<file path="src/rtl/spi_pkg.sv">
// Shared constants and FSM state type for the SPI slave.
// Imported by the top and its synchronizer.
package spi_pkg;

    localparam int SPI_DATA_W = 8;

    typedef enum logic [1:0] {
        IDLE,
        LOAD,
        SHIFT,
        DONE
    } spi_state_t;

endpackage

</file>
<file path="src/rtl/spi_sync.sv">
// Two-flop synchronizer for one asynchronous input.
// Reset value is the idle level of the line it samples.
module spi_sync
    import spi_pkg::*;
#(
    parameter logic RST_VAL = 1'b0
) (
    input  logic clk,
    input  logic reset,
    input  logic d,
    output logic q
);

    logic meta;

    always_ff @(posedge clk or negedge reset) begin
        if (!reset) begin
            meta <= RST_VAL;
            q    <= RST_VAL;
        end else begin
            meta <= d;
            q    <= meta;
        end
    end

endmodule

</file>
<file path="src/rtl/spi_slave.sv">
// Mode-0, MSB-first SPI slave clocked entirely by clk.
// sclk, chip_select and mosi are oversampled through synchronizers.
module spi_slave
    import spi_pkg::*;
#(
    parameter int DATA_W        = SPI_DATA_W,
    parameter int CLK_RATIO_MIN = 8
) (
    input  logic              clk,
    input  logic              reset,
    input  logic              sclk,
    input  logic              chip_select,
    input  logic              mosi,
    output logic              miso,
    input  logic [DATA_W-1:0] tx_data,
    input  logic              tx_load,
    output logic              tx_ready,
    output logic [DATA_W-1:0] rx_data,
    output logic              rx_valid,
    output logic              tx_underrun
);

    localparam int CNT_W = $clog2(DATA_W + 1);
    localparam logic [CNT_W-1:0] CNT_LAST = CNT_W'(DATA_W);

    logic sclk_s, cs_s, mosi_s;
    logic sclk_d, cs_d;
    logic sclk_rise, sclk_fall, cs_fall, cs_rise;

    spi_state_t state, state_nxt;

    logic [DATA_W-1:0] rx_shift, tx_shift, hold;
    logic [CNT_W-1:0]  bit_cnt;

    spi_sync #(.RST_VAL(1'b0)) u_sync_sclk (
        .clk(clk), .reset(reset), .d(sclk), .q(sclk_s)
    );
    spi_sync #(.RST_VAL(1'b1)) u_sync_cs (
        .clk(clk), .reset(reset), .d(chip_select), .q(cs_s)
    );
    spi_sync #(.RST_VAL(1'b0)) u_sync_mosi (
        .clk(clk), .reset(reset), .d(mosi), .q(mosi_s)
    );

    always_ff @(posedge clk or negedge reset) begin
        if (!reset) begin
            sclk_d <= 1'b0;
            cs_d   <= 1'b1;
        end else begin
            sclk_d <= sclk_s;
            cs_d   <= cs_s;
        end
    end

    assign sclk_rise = sclk_s & ~sclk_d;
    assign sclk_fall = ~sclk_s & sclk_d;
    assign cs_fall   = ~cs_s & cs_d;
    assign cs_rise   = cs_s & ~cs_d;

    assign miso = ~cs_s & tx_shift[DATA_W-1];

    always_ff @(posedge clk or negedge reset) begin
        if (!reset) begin
            state <= IDLE;
        end else begin
            state <= state_nxt;
        end
    end

    always_comb begin
        state_nxt = state;
        unique case (state)
            IDLE:  if (cs_fall) state_nxt = LOAD;
            LOAD:  state_nxt = cs_rise ? IDLE : SHIFT;
            SHIFT: begin
                if (cs_rise) begin
                    state_nxt = IDLE;
                end else if (bit_cnt == CNT_LAST) begin
                    state_nxt = DONE;
                end
            end
            DONE:  state_nxt = cs_s ? IDLE : LOAD;
            default: state_nxt = IDLE;
        endcase
    end

    always_ff @(posedge clk or negedge reset) begin
        if (!reset) begin
            rx_shift    <= '0;
            tx_shift    <= '0;
            hold        <= '0;
            bit_cnt     <= '0;
            tx_ready    <= 1'b1;
            rx_data     <= '0;
            rx_valid    <= 1'b0;
            tx_underrun <= 1'b0;
        end else begin
            rx_valid    <= 1'b0;
            tx_underrun <= 1'b0;
            if (tx_load && tx_ready) begin
                hold     <= tx_data;
                tx_ready <= 1'b0;
            end
            unique case (state)
                LOAD: begin
                    if (!cs_rise) begin
                        if (!tx_ready) begin
                            tx_shift <= hold;
                            tx_ready <= 1'b1;
                        end else begin
                            tx_shift    <= '0;
                            tx_underrun <= 1'b1;
                        end
                        bit_cnt <= '0;
                    end
                end
                SHIFT: begin
                    if (!cs_rise) begin
                        if (sclk_rise && bit_cnt != CNT_LAST) begin
                            rx_shift <= {rx_shift[DATA_W-2:0], mosi_s};
                            bit_cnt  <= bit_cnt + CNT_W'(1);
                        end
                        // A fall before the first rise is the tail of the
                        // previous frame and must not eat the new MSB.
                        if (sclk_fall && bit_cnt != '0) begin
                            tx_shift <= tx_shift << 1;
                        end
                    end
                end
                DONE: begin
                    rx_data  <= rx_shift;
                    rx_valid <= 1'b1;
                end
                default: ;
            endcase
        end
    end

endmodule

</file>
<file path="config.mk">
export PLATFORM = sky130hd
export DESIGN_NAME = spi_slave
export DESIGN_NICKNAME = d
export VERILOG_FILES = /design/src/rtl/spi_pkg.sv /design/src/rtl/spi_sync.sv /design/src/rtl/spi_slave.sv
export SDC_FILE = /design/constraint.sdc
export NUM_CORES = 1
export LEC_CHECK = 0
export ABC_AREA = 1
export ABC_CLOCK_PERIOD_IN_PS = 1220
export CAP_MARGIN = 25
export CORE_UTILIZATION = 49
export DETAILED_ROUTE_END_ITERATION = 8
export PLACE_DENSITY = 0.86
export SLEW_MARGIN = 20
export SYNTH_ARGS = -nofsm -noshare
export SYNTH_HDL_FRONTEND = slang
export SYNTH_HIERARCHICAL = 1
export SYNTH_SLANG_ARGS = --single-unit
export TNS_END_PERCENT = 50
</file>
<file path="constraint.sdc">
create_clock -name clk -period 1.22 [get_ports clk]
set_input_delay 0.244 -clock clk [delete_from_list [all_inputs] [get_ports clk]]
set_output_delay 0.244 -clock clk [all_outputs]
set_load 0.02 [all_outputs]
</file>
# Word level (Yosys, flattened, before mapping)

Cells that the tools add are included.

Add/subtract/negate cells: 1
Equal/unequal tests: 11
Muxes and demuxes: 23
Bitwise operators: 10
Reductions and logical operators: 10

Operators with widths:

| kind                                                             | count |
|---|---|
| 8-bit two-way mux                                                | 4 |
| 8-bit one-hot mux with 2 select lines                            | 1 |
| 4-bit two-way mux                                                | 3 |
| 2-bit != test (second input constant)                            | 5 |
| 1-bit two-way mux                                                | 9 |
| 2-bit two-way mux                                                | 4 |
| 2-bit one-hot mux with 4 select lines                            | 1 |
| 4-bit one-hot mux with 2 select lines                            | 1 |
| 4-bit AND reduction                                              | 2 |
| 1-bit AND                                                        | 5 |
| 1-bit inverter                                                   | 5 |
| 4-bit by 1-bit adder with 4-bit output (second input constant)   | 1 |
| 2-bit == test (second input constant)                            | 2 |
| 4-bit == test (second input constant)                            | 1 |
| 4-bit != test (second input constant)                            | 1 |
| 4-bit nonzero test                                               | 1 |
| 1-bit logical AND                                                | 3 |
| 3-bit != test (second input constant)                            | 1 |
| 3-bit AND reduction                                              | 1 |
| 2-bit by 1-bit == test with 1-bit output (second input constant) | 1 |
| 2-bit logical NOT                                                | 1 |
| 2-bit AND reduction                                              | 1 |
| 2-bit nonzero test                                               | 1 |

Register bits after elaboration: 49
Output and inout bits: 12
Word-level logic and storage cells: 72

# Logic depth before layout (Yosys ltp)

Depth in word-level cells: 6
Depth in mapped cells: 8

# By module

Netlist, hierarchy kept.

Modules (own cells, without submodules):

| module                      | times used | cells an instance | area an instance (µm²) | seq. area each (µm²) |
|---|---|---|---|---|
| spi_slave                   | 1          | 206               | 1900.6                 | 1078.5 |
| spi_sync at u_sync_mosi ... | 2          | 2                 | 50.0                   | 50.0 |
| spi_sync at u_sync_cs       | 1          | 2                 | 52.6                   | 52.6 |

# Worst setup path before layout

OpenSTA, ideal clock, no wires.

Path type: reg2reg
Start: register bit_cnt[0]
End: register rx_shift[5]
Setup time: 117 ps
Data arrival time: 1168 ps
Data required time: 1103 ps
Slack: -66 ps
Stages on the path, launching flop included: 8
Buffers on the path: 1
Clock period less this slack: 1286 ps
Path through: dfrtp_1 -> inv_1 -> ha_1 -> nand3_1 -> nand3_4 -> buf_6 -> nand2_1 -> o21ai_2

Longest elaborated chain between the ends: 3

RTL lines:

| what                          | RTL line         | source |
|---|---|---|
| start, declared               | spi_slave.sv:33  | `logic [CNT_W-1:0] bit_cnt;` |
| start signal, assigned        | spi_slave.sv:121 | `bit_cnt <= bit_cnt + CNT_W'(1);` |
| 4-bit != test                 | spi_slave.sv:119 | `if (sclk_rise && bit_cnt != CNT_LAST) begin` |
| 1-bit logical AND             | spi_slave.sv:119 |  |
| 3-bit AND reduction (no line) | --               |  |
| end signal, assigned          | spi_slave.sv:120 | `rx_shift <= {rx_shift[DATA_W-2:0], mosi_s};` |
| end, declared                 | spi_slave.sv:32  | `logic [DATA_W-1:0] rx_shift, tx_shift, hold;` |

No other way between the ends.
A chain may end at the register's enable or synchronous reset.

# Worst setup path after layout

Start: register state[0]
End: register tx_shift[4]

Longest elaborated chain between the ends: 3
Elaborated cells on any way between the ends: 8
Those cells by class: eq/ne: 5; mux: 1; reduce/logical: 2

RTL lines:

| what                                                                      | RTL line         | source |
|---|---|---|
| start, declared                                                           | spi_slave.sv:30  | `spi_state_t state, state_nxt;` |
| start signal, assigned                                                    | spi_slave.sv:66  | `state <= state_nxt;` |
| 2-bit == test or 2-bit by 1-bit == test with 1-bit output (tied branches) | spi_slave.sv:104 | `unique case (state)` |
| 2-bit != test (no line) or 2-bit nonzero test (tied branches)             | --               |  |
| 4-bit AND reduction (no line)                                             | --               |  |
| end signal, assigned                                                      | spi_slave.sv:108 | `tx_shift <= hold;` |
| end signal, assigned                                                      | spi_slave.sv:126 | `tx_shift <= tx_shift << 1;` |
| end, declared                                                             | spi_slave.sv:32  |  |

Parallel ways exist; a longest one is shown, timed or not.

==> impl_metrics.toml <==
[critical_path]
cp.arrival_ps = 1620
cp_max_fo = 6
crit_type = "flop to flop"
start_kind = "flop"
required_ps = 1460
worstSetupEndpointType = "flop"
r2r_start = "state[0]$_DFFE_PN0P_"
critPathLaunch = "state[0]$_DFFE_PN0P_"
worst-r2r-setup-slack_ps = -170

[finish]
drive_above_1_share_pct = 39.8
antenna-diode-count = 0
final_nets = 281
final_cell_mix = "51 x nand2_1, 44 x dfrtp_1, 16 x inv_1, 13 x buf_4"
final-instance-count-excl-fill = 316
syn_to_final_growth_pct = 39.9
layout_commonest_cell = "nand2_1"

[logic_synthesis]
syn_inst = 212
syn_area_per_cell_um2 = 9.68
ys_ff_latch = 49
syn-num-nets = 228
yosysUniqueCellTypes = 25
yosysWarnings = 6
syn_area_um2 = 2050
yosysSeqAreaShare_pct = 60.0

[sta]
final_hold_viol_count = 0
maxSlewHeadroom_pct = 80.6
clock_skew_ps = 10.7
setup_ws_ps = -166
setup_viol = 23
fin_crit_ps = 1390
drv_slew = 0
period_share_pct = 114
max_freq_ghz = 0.722
rsz0062_at_grt = "true"
tightest_slew_ps = 288

[floorplan]
die-area_um2 = 4450
die_y_um = 66.7
coreArea_um2 = 4000
io_pins = 26
start_util_pct = 51.3
num_rows = 23
die_w_um = 66.7

[drt]
drc = 0
firstDrtPassIters = 4
dr_total_vias = 1754
postRouteAntennaNets = 0
wl_mm = 5.45
avgViaCountPerCell = 5.55
post_drt_wl_per_cell_um = 17.2
drt-initial-drc-count = 129

[clock_tree]
cts_root_buffer = "clkbuf_8"
cts_max_level = 2
cts_buffer_depth = 2
cts_sinks = 49
cts_tree = "yes"
clk_latency_ps = 300
clkTransAtPathRegs_ps = 90
cts_buffers = 5

[power]
p_per_area_nw_per_um2 = 2270
finalPower_mw = 6.53
p_leak_nw = 1.36
vdd_drop_max_v = 0.00160

[status]
status = "finished with violations"
violations = "setup timing"

[placed_design]
detailed_place_hpwl_mm = 2.64
place_congestion = 0.733
place_ws_ps = -217
portBuffers = 25
dp_cells = 298

[hold_path]
hp-class = "primary input to flop"
hold_path.startpoint = "chip_select"

[grt]
grt_max_degree = 50
first_global_vias = 1620
antenna_found_initial = 0
overflow = 0
grt_util_all_layers_pct = 22.4
grt_pass1_wl_mm = 7.36

[job]
max_cap_violations = 0
## repair_timing
action,in CTS,in global routing
pin swaps,9,18
gates cloned,2,0
resized for setup,68,40
endpoints found under the setup margin,42,35
setup buffers,5,2
hold buffers,1,0
endpoints found under the hold margin,45,0
## routing by layer
layer	global-route usage (%)	vias up	wire (um)
li1	-	784	-
met1	29.1	844	2140
met2	36.6	94	2760
met3	3.94	32	270
met4	9.84	0	280
met5	0	-	0
## cell usage after synthesis
cell	n	area share, %
nand2_2	1	0.30
a21oi_1	1	0.24
buf_2	1	0.24
o21ai_2	8	3.4
or2_2	1	0.30
nand3_4	1	0.85
a21boi_0	1	0.37
o21ai_1	4	0.98
nand3_1	20	4.9
clkbuf_1	1	0.18
ha_1	2	1.2
nor2_4	1	0.55
mux2_2	7	3.8
buf_6	2	1.1
inv_1	19	3.5
nor3_1	1	0.24
nor2_1	9	1.6
o21ai_0	9	2.2
inv_2	2	0.37
dfrtp_1	45	55
nand4_1	1	0.30
nand2_4	1	0.55
dfstp_2	4	5.1
clkinv_1	1	0.18
nand2_1	69	13
## worst paths after layout
| path | endpoint | cells past startpoint |
|---|---|---|
| setup / recovery | tx_shift[4]$_DFFE_PN0P_ | 7 |
| setup reg to reg | tx_shift[4]$_DFFE_PN0P_ | 7 |
| max in group asynchronous | cs_d$_DFF_PN1_ | 3 |
| hold / removal | u_sync_cs/meta$_DFF_PN1_ | 1 |
| hold reg to reg | u_sync_cs/q$_DFF_PN1_ | 0 |
| min in group asynchronous | tx_shift[6]$_DFFE_PN0P_ | 3 |
## cell type report
| type | instances | area, um2 |
|---|---|---|
| multi-input cells | 139 | 946 |
| fillers | 243 | 1130 |
| clock inverters | 1 | 30.0 |
| inverters | 22 | 91.3 |
| clock buffers | 7 | 86.3 |
| repair buffers | 48 | 424 |
| flip-flops and latches | 49 | 1230 |
| well taps | 50 | 62.6 |
## logic make-up after synthesis
family / count (synthesis) / synth area share (%)
flops: 49 / 60.0
fa+ha+maj: 2 / 1.22
mux: 7 / 3.84
buf+inv: 26 / 5.54
simple gates: 105 / 22.2
compound gates: 23 / 7.19
## through the flow
step / hold WS [ps] / setup TNS (ps) / util [%] / area [um2]
final: 351 / -2360 / 71.8 / 2870
after global routing: 351 / -3220 / 71.8 / 2870
after CTS: 346 / -372 / 69.7 / 2790
after detailed placement: 248 / -4100 / 62.0 / 2480
after global placement: 248 / -2980 / 62.0 / 2480
after floorplan: -51.6 / -74.5 / - / 2070
## where the power goes
| group | internal, mW | switching (mW) | total [mW] |
|---|---|---|---|
| logic | 1.19 | 1.72 | 2.91 |
| clock network | 0.669 | 0.527 | 1.20 |
| registers | 2.09 | 0.332 | 2.42 |
## sequential cells by signal, summed over array words and instances (netlist names), 2 cells and up
| signal | cells |
|---|---|
| hold | 8 |
| rx_shift | 8 |
| bit_cnt | 4 |
| rx_data | 8 |
| tx_shift | 8 |
| state | 2 |
## critical path: stages (launching register included)
cell and delay [ps]:
dfrtp_1 450, inv_1 110, nor2_1 210, nand2_4 110
nand2_8 100, buf_6 150, nand3_2 90, nand2_1 100
Power figures use the tool's default switching activity.
